--- src/rtl/gpio_in_filter.sv ---
// Per-pin synchronizer + tick-based debouncer with rise/fall event pulses.
// Latency: 2 + STABLE_COUNT*PRESCALE cycles worst case; 3 cycles in bypass.
// No backpressure: outputs are free-running levels and single-cycle pulses.
module gpio_in_filter #(
  parameter int WIDTH        = 32,
  parameter int PRESCALE     = 100,
  parameter int STABLE_COUNT = 4
) (
  input  logic             wb_clk_i,
  input  logic             wb_rst_ni,
  input  logic [WIDTH-1:0] pins_i,
  input  logic             bypass_i,
  output logic [WIDTH-1:0] gpio_o,
  output logic [WIDTH-1:0] rise_o,
  output logic [WIDTH-1:0] fall_o
);

  localparam int PW = (PRESCALE > 1) ? $clog2(PRESCALE) : 1;
  localparam int CW = $clog2(STABLE_COUNT + 1);
  localparam logic [CW-1:0] CNT_LAST = CW'(STABLE_COUNT - 1);

  logic [WIDTH-1:0]         s1;
  logic [WIDTH-1:0]         s2;
  logic                     tick;
  logic [WIDTH-1:0]         lvl_nxt;
  logic [WIDTH-1:0][CW-1:0] cnt;
  logic [WIDTH-1:0][CW-1:0] cnt_nxt;

  always_ff @(posedge wb_clk_i or negedge wb_rst_ni) begin
    if (!wb_rst_ni) begin
      s1 <= '0;
      s2 <= '0;
    end else begin
      s1 <= pins_i;
      s2 <= s1;
    end
  end

  generate
    if (PRESCALE == 1) begin : g_no_prescale
      assign tick = 1'b1;
    end else begin : g_prescale
      logic [PW-1:0] pcnt;

      assign tick = (pcnt == PW'(PRESCALE - 1));

      always_ff @(posedge wb_clk_i or negedge wb_rst_ni) begin
        if (!wb_rst_ni) begin
          pcnt <= '0;
        end else if (tick) begin
          pcnt <= '0;
        end else begin
          pcnt <= pcnt + PW'(1);
        end
      end
    end
  endgenerate

  // A single tick of agreement with the current level restarts the count.
  always_comb begin
    lvl_nxt = gpio_o;
    cnt_nxt = cnt;
    for (int i = 0; i < WIDTH; i++) begin
      if (bypass_i) begin
        lvl_nxt[i] = s2[i];
        cnt_nxt[i] = '0;
      end else if (tick) begin
        if (s2[i] == gpio_o[i]) begin
          cnt_nxt[i] = '0;
        end else if (cnt[i] == CNT_LAST) begin
          lvl_nxt[i] = s2[i];
          cnt_nxt[i] = '0;
        end else begin
          cnt_nxt[i] = cnt[i] + CW'(1);
        end
      end
    end
  end

  always_ff @(posedge wb_clk_i or negedge wb_rst_ni) begin
    if (!wb_rst_ni) begin
      cnt    <= '0;
      gpio_o <= '0;
      rise_o <= '0;
      fall_o <= '0;
    end else begin
      cnt    <= cnt_nxt;
      gpio_o <= lvl_nxt;
      rise_o <= lvl_nxt & ~gpio_o;
      fall_o <= ~lvl_nxt & gpio_o;
    end
  end

endmodule

--- config.mk ---
export PLATFORM = sky130hd
export DESIGN_NAME = gpio_in_filter
export DESIGN_NICKNAME = d
export VERILOG_FILES = /design/src/rtl/gpio_in_filter.sv
export SDC_FILE = /design/constraint.sdc
export NUM_CORES = 1
export LEC_CHECK = 0
export ABC_AREA = 1
export BUFFER_PORTS_ARGS = -buffer_cell sky130_fd_sc_hd__clkbuf_2
export CAP_MARGIN = 20
export CORE_UTILIZATION = 40
export CTS_BUF_LIST = sky130_fd_sc_hd__clkbuf_4 sky130_fd_sc_hd__clkbuf_8
export CTS_CLUSTER_SIZE = 25
export DETAILED_ROUTE_END_ITERATION = 7
export GPL_ROUTABILITY_DRIVEN = 0
export PLACE_DENSITY_LB_ADDON = 0.08
export SYNTH_ARGS = -nofsm -noshare
export SYNTH_HDL_FRONTEND = slang
export SYNTH_SLANG_ARGS = --single-unit
--- constraint.sdc ---
create_clock -name wb_clk_i -period 1.95 [get_ports wb_clk_i]
set_input_delay 0.195 -clock wb_clk_i [delete_from_list [all_inputs] [get_ports wb_clk_i]]
set_output_delay 0.195 -clock wb_clk_i [all_outputs]
set_load 0.01 [all_outputs]
* Yosys cells after proc, flatten, opt, wreduce, memory -nomap -nowiden
Cells that the tools add are included.
** Word-level totals
- Register bits :: 263
- Bits of input ports :: 35
- Output and inout bits :: 96
** Operators by class
- Add/subtract/negate cells :: 33
- Equality and inequality tests :: 65
- Multiplexer cells :: 257
- Bitwise gates (word level) :: 4
- Reduce and logical (&&, ||, !) cells :: 1
** Operator list (number)
- $mux 3 :: 128
- $mux 1 :: 128
- $add 3x1->3 const B :: 32
- $eq 3x2->1 const B :: 32
- $and 32x32->32 :: 2
- $not 32->32 :: 2
- $eq 1x1->1 :: 32
- $add 7x1->7 const B :: 1
- $eq 7x7->1 const B :: 1
- $mux 7 :: 1
- $reduce_bool 2->1 :: 1

* Depth between registers and ports, before layout
Gate-level depths: netlist (run 1).
- Word-level depth :: 7
- Depth in mapped cells :: 9
- Gate-level depth less buffers :: 8

* Worst setup path before layout (run 1)
OpenSTA, ideal clock, no wires.
- Kind :: flip-flop to flip-flop
- Start :: reg g_prescale.pcnt[0]
- End :: reg cnt[26] in the netlist's numbering
- Arrival :: 1.277 ns
- Path slack :: 0.550 ns
- Stages on the path, launching flop included :: 9
- Path buffers :: 2
- Clock period less this slack :: 1.400 ns
- Cells stage by stage :: dfrtp_1 -> ha_1 -> inv_1 -> nor2_1 -> nand3_2 -> nand2_2 -> buf_6 -> buf_2 -> a21oi_1
** On the way
- Word-level cells in the longest chain between the ends :: 2
** Ends and longest elaborated chain
- start: declaration :: RTL line 43 : logic [PW-1:0] pcnt;
- start signal: assignment :: RTL line 53 : pcnt <= pcnt + PW'(1);
- $eq 7x7->1 :: RTL line 45 : assign tick = (pcnt == PW'(PRESCALE - 1));
- $reduce_bool 2->1 (no source line)
- end signal: assignment :: RTL line 87 : cnt <= cnt_nxt;
- end: declaration :: RTL line 26 : logic [WIDTH-1:0][CW-1:0] cnt;
Every way passes these cells.
A chain may end at the register's enable or synchronous reset.

* Final worst setup path (run 1)
- Start :: reg g_prescale.pcnt[0]
- End :: reg gpio_o[6]
** On the way
- Word-level cells in the longest chain between the ends :: 3
** Ends and longest elaborated chain
- $eq 7x7->1 :: RTL line 45
- $mux 1 :: RTL line 67 : end else if (tick) begin
- $mux 1 :: RTL line 64 : if (bypass_i) begin
- net lvl_nxt[6] :: RTL line 25 : logic [WIDTH-1:0] lvl_nxt;
- end signal: assignment :: RTL line 88 : gpio_o <= lvl_nxt;
- end: declaration :: RTL line 13 : output logic [WIDTH-1:0] gpio_o,
The timed path passes the listed nets, and every way through them passes these cells.

==> results of run 1 <==
==> what timing repair did <==
item                       CTS  global route
hold endpoints to repair    87             0
buffers inserted             0             0
setup endpoints to repair    0            15
hold buffers                33             0
resized for setup            0             1
==> sequential cells by signal, summed over array words and instances (netlist names) <==
name / count
cnt: 96
rise_o: 32
s2: 32
fall_o: 32
g_prescale.pcnt: 7
gpio_o: 32
s1: 32
==> power breakdown <==
group          switching [uW]  internal, uW
sequential                209          5750
clock                    2120          2970
combinational             743           458
==> Yosys cell counts, drive strengths merged <==
cell type / number / area, um^2
inv: 160 / 601
xor2: 2 / 17.5
nand3: 109 / 551
o21ai: 12 / 60.1
nand2: 361 / 1360
dfrtp: 263 / 6580
nor2: 143 / 537
clkbuf: 8 / 30.0
buf: 30 / 173
nand3b: 23 / 173
ha: 33 / 413
nand4: 2 / 12.5
a21oi: 51 / 255
==> cells by family after synthesis <==
logic type,share of synthesized area
adders and majority gates,0.0384
buffers and inverters,0.0747
DFF,0.612
AOI/OAI and AO/OA,0.0293
and+or+nand+nor,0.244
xor gates and xnor gates,0.00163
==> per-layer routing <==
layer	part of all wire	vias to the layer above	routed length, um
li1	-	4069	-
met1	0.48	3761	10000
met2	0.45	152	9520
met3	0.049	43	1020
met4	0.021	0	434
met5	0	-	0
==> through the flow <==
step	hold WS (ns)	power [uW]	setup slack [ns]	std cells
finish	0.0364	12200	0.248	1754
detailed placement	0.192	7220	0.145	1645
global placement	0.195	7200	0.198	1645
global route	0.0400	12900	0.0369	1754
CTS	0.00512	12500	0.128	1754
floorplan	-0.101	6710	0.550	1197
==> worst min-delay path, cell delays in order <==
cell and delay, ns:
sky130_fd_sc_hd__clkbuf_2 0.11, sky130_fd_sc_hd__inv_4 0.11, sky130_fd_sc_hd__nand2_1 0.08, sky130_fd_sc_hd__a21oi_1 0.03
==> how the worst max path moves through the flow <==
stage                     slack, ns                         start             endpoint
after floorplan                0.55  g_prescale.pcnt[0]$_DFF_PN0_  cnt[26]$_DFFE_PN0P_
after global placement         0.20  g_prescale.pcnt[0]$_DFF_PN0_  gpio_o[9]$_DFF_PN0_
after detailed placement       0.14  g_prescale.pcnt[0]$_DFF_PN0_  gpio_o[6]$_DFF_PN0_
after CTS                      0.13  g_prescale.pcnt[0]$_DFF_PN0_  gpio_o[6]$_DFF_PN0_
after global routing           0.04  g_prescale.pcnt[0]$_DFF_PN0_  gpio_o[9]$_DFF_PN0_
final                          0.25  g_prescale.pcnt[0]$_DFF_PN0_  gpio_o[6]$_DFF_PN0_
==> layout make-up <==
| cell class | instances | area (um^2) | area share |
|---|---|---|---|
| repair buffers | 184 | 1290 | 0.0972 |
| multi-input cells | 736 | 3400 | 0.257 |
| clock inverters | 3 | 17.5 | 0.00132 |
| well taps | 335 | 419 | 0.0317 |
| inverters | 160 | 603 | 0.0456 |
| flip-flops and latches | 263 | 6580 | 0.497 |
| clock buffers | 73 | 923 | 0.0698 |
==> results.md, run 1 <==
- Traced cell by cell, the critical path runs through ha_1 > inv_1 > nor2_1 > nand3_4 > nand2_8 > buf_4 > nand2_1 > nand2_1 > nand2_1.
- For flop-to-flop paths, the worst setup slack is 0.25 ns.
- The final total negative setup slack is 0 ns.
- In the routed layout, each cell is associated on average with a via count of 4.58.
- The remaining antenna violation count after routing is 0.
- The first-pass iteration count of the detailed router is 6.
- The logic depth of the worst path, buffers included is 9.
- The net count of the finished layout is 1459.
- The largest net degree at the start of global routing is 68.
- The floorplan step defined a die boundary enclosing 27600 um^2.
- In this run the tightest slew margin relative to its limit is 0.654.
- In this run the critical register-to-register path is captured at gpio_o[6]$_DFF_PN0_.
- The final number of hold-violating endpoints is 0.
- Of the synthesized area, sequential elements account for 0.612.
- The remaining global-route overflow is 0.
- The total clock sinks is 263.
- Clock-pin slew was measured on the worst setup and hold paths at 0.06 ns.
- The number of DRC markers after the initial detailed-route iteration is 413.
- The area of all placed cells without fillers is 13200 um^2.
- The chip width is 166 um.
- Setup repair after global routing left no endpoint under its margin.
- The later pin in the worst-skew pair is clocked with a latency of 0.54 ns.
- For this run, global-route usage on met3 was measured as 0.0338.
- 131 I/O pins were placed.
- In this design, the largest share of critical-path delay is due to simple AND/OR/NAND/NOR gates.
- By instance count, the cell type seen most on the critical path is sky130_fd_sc_hd__nand2_1.
- The data required time of the critical path is 2.38 ns.
- The number of antenna diodes in the final layout is 0.
- The actual transition at the worst max-transition pin is 0.518 ns.
- met2 is the most crowded layer.
- The routing usage on met1 is 0.216.
- For this run, global-route usage on met2 was measured as 0.263.
- The number of buffers on the longest clock path is 3.
- The worst hold path terminates at cnt[2]$_DFFE_PN0P_.
- The run finished, with violations left.
- TritonCTS built the clock tree.
- Counting distinct cell types in the post-synthesis netlist gives 19.
- The number of remaining DRC errors is 14.
- Once layout is complete, the utilization of the core stands at 0.505.
- The worst hold path depth is 4.
- STA classifies the critical path endpoint as a flip-flop.
- Port buffering added 130 buffers.
- The standard cell area after detailed placement is 12000 um^2.
- The row count is 59.
- The count of final max-slew check failures is 0.
- The die boundary height is 166 um.
- STA classifies the critical path startpoint as a flip-flop.
- The core box area is 26200 um^2.
- The arrival time of data at the critical path endpoint is 2.13 ns.
- Summed over all nets, the half-perimeter wirelength after detailed placement is 13.2 mm.
- The filler cells instantiated in the layout total 2461.
- The worst clock skew is 0.0184 ns.
- Leaving out fill and tap cells, the most frequent cell in the layout is sky130_fd_sc_hd__nand2_1.
- In the final layout, the share of cells above drive strength 1 is 0.163.
- The post-synthesis net count is 1265.
- The setup path with the least slack is of type flip-flop to flip-flop.
- The post-synth design cell area is 10800 um^2.
- The first global-routing pass estimated 36.9 mm of wire.
- In this run the power density over the cells is 925 nW/um^2.
- In this run the most critical hold path is launched from bypass_i.
- The total wire length after detailed routing is 21.0 mm.
- In this run the critical register-to-register path is launched from g_prescale.pcnt[0]$_DFF_PN0_.
- The largest single stage delay on the critical path is 0.37 ns.
- Of all nets on the critical path, the largest fanout is 18.
- The library cells used most frequently in the layout, excluding fill and tap cells, are 360 x sky130_fd_sc_hd__nand2_1, 263 x sky130_fd_sc_hd__dfrtp_1, 158 x sky130_fd_sc_hd__inv_1.
- The maximum frequency from static timing analysis is 587 MHz.
- The worst hold path belongs to the class primary input to flip-flop.
- The number of flip-flops and latches in the synthesized netlist is 263.
- Each instance of the synthesized netlist takes up on average 8.99 um^2.
- The initial utilization of the core area, before any placement, comes to 0.411.
- The clock tree synthesis step divided the H-tree into 2 levels.
- The worst reg2reg path depth is 9.
- The setup-violating endpoint count in the final report is 0.
- The share of the clock period used by the worst path after layout is 0.873.
- The buffers plus inverters on the worst setup path is 2.
- The initial antenna violation count is 0.
- Max-cap violations in this run came to 0.
- The static leakage is 0.00738 uW.
- Compared with the post-synthesis result, the final layout area differs by 23.0%.
- The cell sitting at the root of the clock tree is a sky130_fd_sc_hd__clkbuf_8.
- For this run, the number of Yosys warnings is 0.
- The number of instances in the synthesized netlist is 1197.
- The number of global-route vias before repair is 7867.
- The final reports fail on design-rule violations.
- Across every metal layer, demand over resource in global routing totals 0.162.
- For this design, the slowest cell found on the critical path is sky130_fd_sc_hd__dfrtp_1.
- The detailed-route wire length per cell is 12.0 um.
- The number of buffers created by CTS is 46.
- The via total after detailed routing is 8025.
- The clock period minus worst slack is 1.70 ns.
- VDD sags by at most 0.494 mV.
Note: power is estimated with default switching activity, not from simulation.
==> run 2, diff against run 1 <==
==> constraint.sdc (replaced) <==
create_clock -name wb_clk_i -period 1.8 [get_ports wb_clk_i]
set_input_delay 0.18 -clock wb_clk_i [delete_from_list [all_inputs] [get_ports wb_clk_i]]
set_output_delay 0.18 -clock wb_clk_i [all_outputs]
set_load 0.01 [all_outputs]
==> run 2 against run 1 <==
Against the previous run:
- the flow still finishes with violations (design-rule violations)
- first-iteration DRC count decreased by 0.97%
- sequential share of layout area increased by 0.12 points
- design area decreased by 0.24%
- clock skew increased by 0.0098 ns
- clock power increased by 9.4%
- die area unchanged
- critical path type unchanged
- largest cell class unchanged
- cell count about the same
- worst hold slack improved by 0.069 ns
- global-route usage about the same
- via count decreased by 1.2%
- highest routed layer unchanged
- total power increased by 8.6%
- worst setup slack got worse by 0.050 ns
==> results.md, run 2 (synthesized netlist as in run 1, its figures left out) <==
- The row count is 59.
- The number of global-route vias before repair is 8070.
- Detailed routing inserted a total of 7929 vias.
- From left edge to right edge, the die measures 166 um.
- The worst setup slack for register-to-register paths is 0.20 ns.
- The share of cells above drive strength 1 is 0.164.
- The number of levels in the clock H-tree is 2.
- The root buffer cell chosen for the clock tree is sky130_fd_sc_hd__clkbuf_8.
- The total area of sequential cells is 6580 um^2.
- The static leakage is 0.00737 uW.
- For this run, the detailed router's first-pass iteration total came to 7.
- The number of remaining DRC errors is 13.
- The worst reg2reg path depth is 9.
- The worst register-to-register path ends at gpio_o[0]$_DFF_PN0_.
- The number of top-level design ports is 131.
- The register with the most flip-flops is cnt.
- The kind of end point of the critical path is a flip-flop.
- The core box area is 26200 um^2.
- The detailed-route wire length per cell is 11.9 um.
- Setup repair after global routing left no endpoint under its margin.
- The checks that failed: design-rule violations.
- The setup-violating endpoint count in the final report is 0.
- The die is 166 um tall.
- The source-to-sink clock delay at the later pin of the worst-skew pair is 0.56 ns.
- The number of buffers created by CTS is 46.
- The total clock sinks is 263.
- After routing, the total negative slack on setup checks comes to 0 ns.
- The worst setup path is launched from a flip-flop.
- For the worst setup path, the data required time is 2.22 ns.
- Counting I/O delays and the setup requirement, the final critical path takes 1.60 ns.
- Measured on the finished design, the core utilization comes to 0.504.
- The min-delay analysis places its worst path in the category primary input to asynchronous set/reset pin.
- Final hold analysis gives a worst-case slack of 0.105 ns.
- The global router's overall resource usage is 0.161.
- The routed design has 21.0 mm of wire.
- The count of input and output buffers is 130.
- Entering global routing, the biggest net connects 76 pins.
- The register with the most flip-flops in the layout has 96 of them.
- In the layout the commonest cells are 360 x sky130_fd_sc_hd__nand2_1, 263 x sky130_fd_sc_hd__dfrtp_1, 158 x sky130_fd_sc_hd__inv_1.
- The CTS clock-pin slew for the worst setup and hold paths is 0.07 ns.
- Dividing total power by cell area gives a power density of 1010 nW/um^2.
- TritonCTS built the clock tree.
- The number of diodes added for antenna fixing is 0.
- Global routing finished with a remaining overflow of 0.
- The initial core utilization is 0.411.
- Across the routed clock network, the largest skew measured is 0.0283 ns.
- The post-CTS setup buffer count is 0.
- The final number of hold-violating endpoints is 0.
- After filler insertion, the fill cell instance count of the layout stands at 2454.
- The flow ran to the end, but the final reports show violations.
- Derived from the worst setup path, the maximum achievable clock frequency is 624 MHz.
- For this run, the number of standard cells in the final layout without fillers is 1755.
- Counting along the longest clock path gives a buffer depth of 3.
- The actual transition at the worst max-transition pin is 0.412 ns.
- In this run the worst path has a maximum fanout of 48.
- Once detail routing completed, the nets flagged for antenna violations numbered 0.
- The detailed router finished its first iteration with 409 violations.
- The start of the worst register-to-register path is g_prescale.pcnt[0]$_DFF_PN0_.
- The share of the clock period used by the worst path after layout is 0.890.
- The floorplan step defined a die boundary enclosing 27600 um^2.
- The count of final max-slew check failures is 0.
- The number of placed instances, taps included, is 1643.
- The net count of the finished layout is 1458.
- The peak ir drop on the vdd network is 0.580 mV.
- In this run the tightest slew margin relative to its limit is 0.726.
- The initial antenna violation count is 0.
- The arrival time of data at the critical path endpoint is 2.02 ns.
- Summing all multi-input logic gate instances after layout gives 3400 um^2.
- The most common library cell in the layout ignoring fill and taps is sky130_fd_sc_hd__nand2_1.
- The final HPWL from detailed placement is 13.1 mm.
- The class of the most critical setup path is flip-flop to flip-flop.
- The post-synthesis to final-layout area growth is 22.7%.
- Across the run, the number of max-cap violations was 0.
- The via density per instance is 4.52.
- The wire length of the first global-routing pass is 37.1 mm.
==> run 2: cell count changes in the layout (fill, tap and decap cells not counted), sizes merged <==
cell	previous run	this run
buf	22	20
clkinv	2	0
clkbuf	202	204
inv	160	162
dlygate4sd3	33	34
==> run 2: routing by layer <==
| layer | part of all wire | wire length (um) | global-route usage | up-vias |
|---|---|---|---|---|
| met5 | 0 | 0 | 0 | - |
| met2 | 0.45 | 9390 | 0.260 | 150 |
| met3 | 0.050 | 1060 | 0.0355 | 42 |
| li1 | - | - | - | 4072 |
| met1 | 0.48 | 10100 | 0.214 | 3665 |
| met4 | 0.021 | 450 | 0.0577 | 0 |
==> run 2: worst max-delay path by stage <==
stage / startpoint / end / cells past startpoint
final: g_prescale.pcnt[0]$_DFF_PN0_ / gpio_o[0]$_DFF_PN0_ / 9
after global routing: g_prescale.pcnt[1]$_DFF_PN0_ / gpio_o[29]$_DFF_PN0_ / 9
after CTS: g_prescale.pcnt[1]$_DFF_PN0_ / gpio_o[0]$_DFF_PN0_ / 9
after detailed placement: g_prescale.pcnt[0]$_DFF_PN0_ / gpio_o[5]$_DFF_PN0_ / 9
after global placement: g_prescale.pcnt[0]$_DFF_PN0_ / gpio_o[0]$_DFF_PN0_ / 9
after floorplan: g_prescale.pcnt[0]$_DFF_PN0_ / cnt[26]$_DFFE_PN0P_ / 8
==> run 2: worst max-delay path, cell delays in order, from the launching register on <==
cell	delay (ns)
sky130_fd_sc_hd__dfrtp_1	0.36
sky130_fd_sc_hd__ha_1	0.17
sky130_fd_sc_hd__inv_1	0.06
sky130_fd_sc_hd__nor2_2	0.14
sky130_fd_sc_hd__nand3_4	0.11
sky130_fd_sc_hd__nand2_4	0.13
sky130_fd_sc_hd__buf_16	0.23
sky130_fd_sc_hd__nand2_1	0.12
sky130_fd_sc_hd__nand2_1	0.08
sky130_fd_sc_hd__nand2_1	0.05
==> run 2: power by group <==
| part | total [uW] | internal, uW | leakage [uW] | switching [uW] |
|---|---|---|---|---|
| logic | 1290 | 486 | 0.00344 | 805 |
| clock network | 5560 | 3230 | 0.000504 | 2320 |
| registers | 6450 | 6230 | 0.00342 | 220 |
==> run 2: metrics by stage <==
step	power, uW	area, um^2	worst slack, ns
after floorplan	7270	10800	0.400
after global placement	7790	11900	0.166
after detailed placement	7810	11900	0.122
after CTS	13600	13200	0.105
after global routing	14100	13200	0.0787
final	13300	13200	0.198
==> run 2: cell type report <==
class / count / area share
sequential: 263 / 0.498
timing repair buffer: 183 / 0.0948
multi-input combinational: 736 / 0.257
clock inverter: 3 / 0.00190
tap: 335 / 0.0317
clock buffer: 75 / 0.0701
inverter: 160 / 0.0457
==> run 2: repair_timing <==
action	4_1_cts	5_1_grt
resized for setup	0	2
endpoints found under the hold margin	297	0
hold buffers	34	0
setup endpoints to repair	0	2
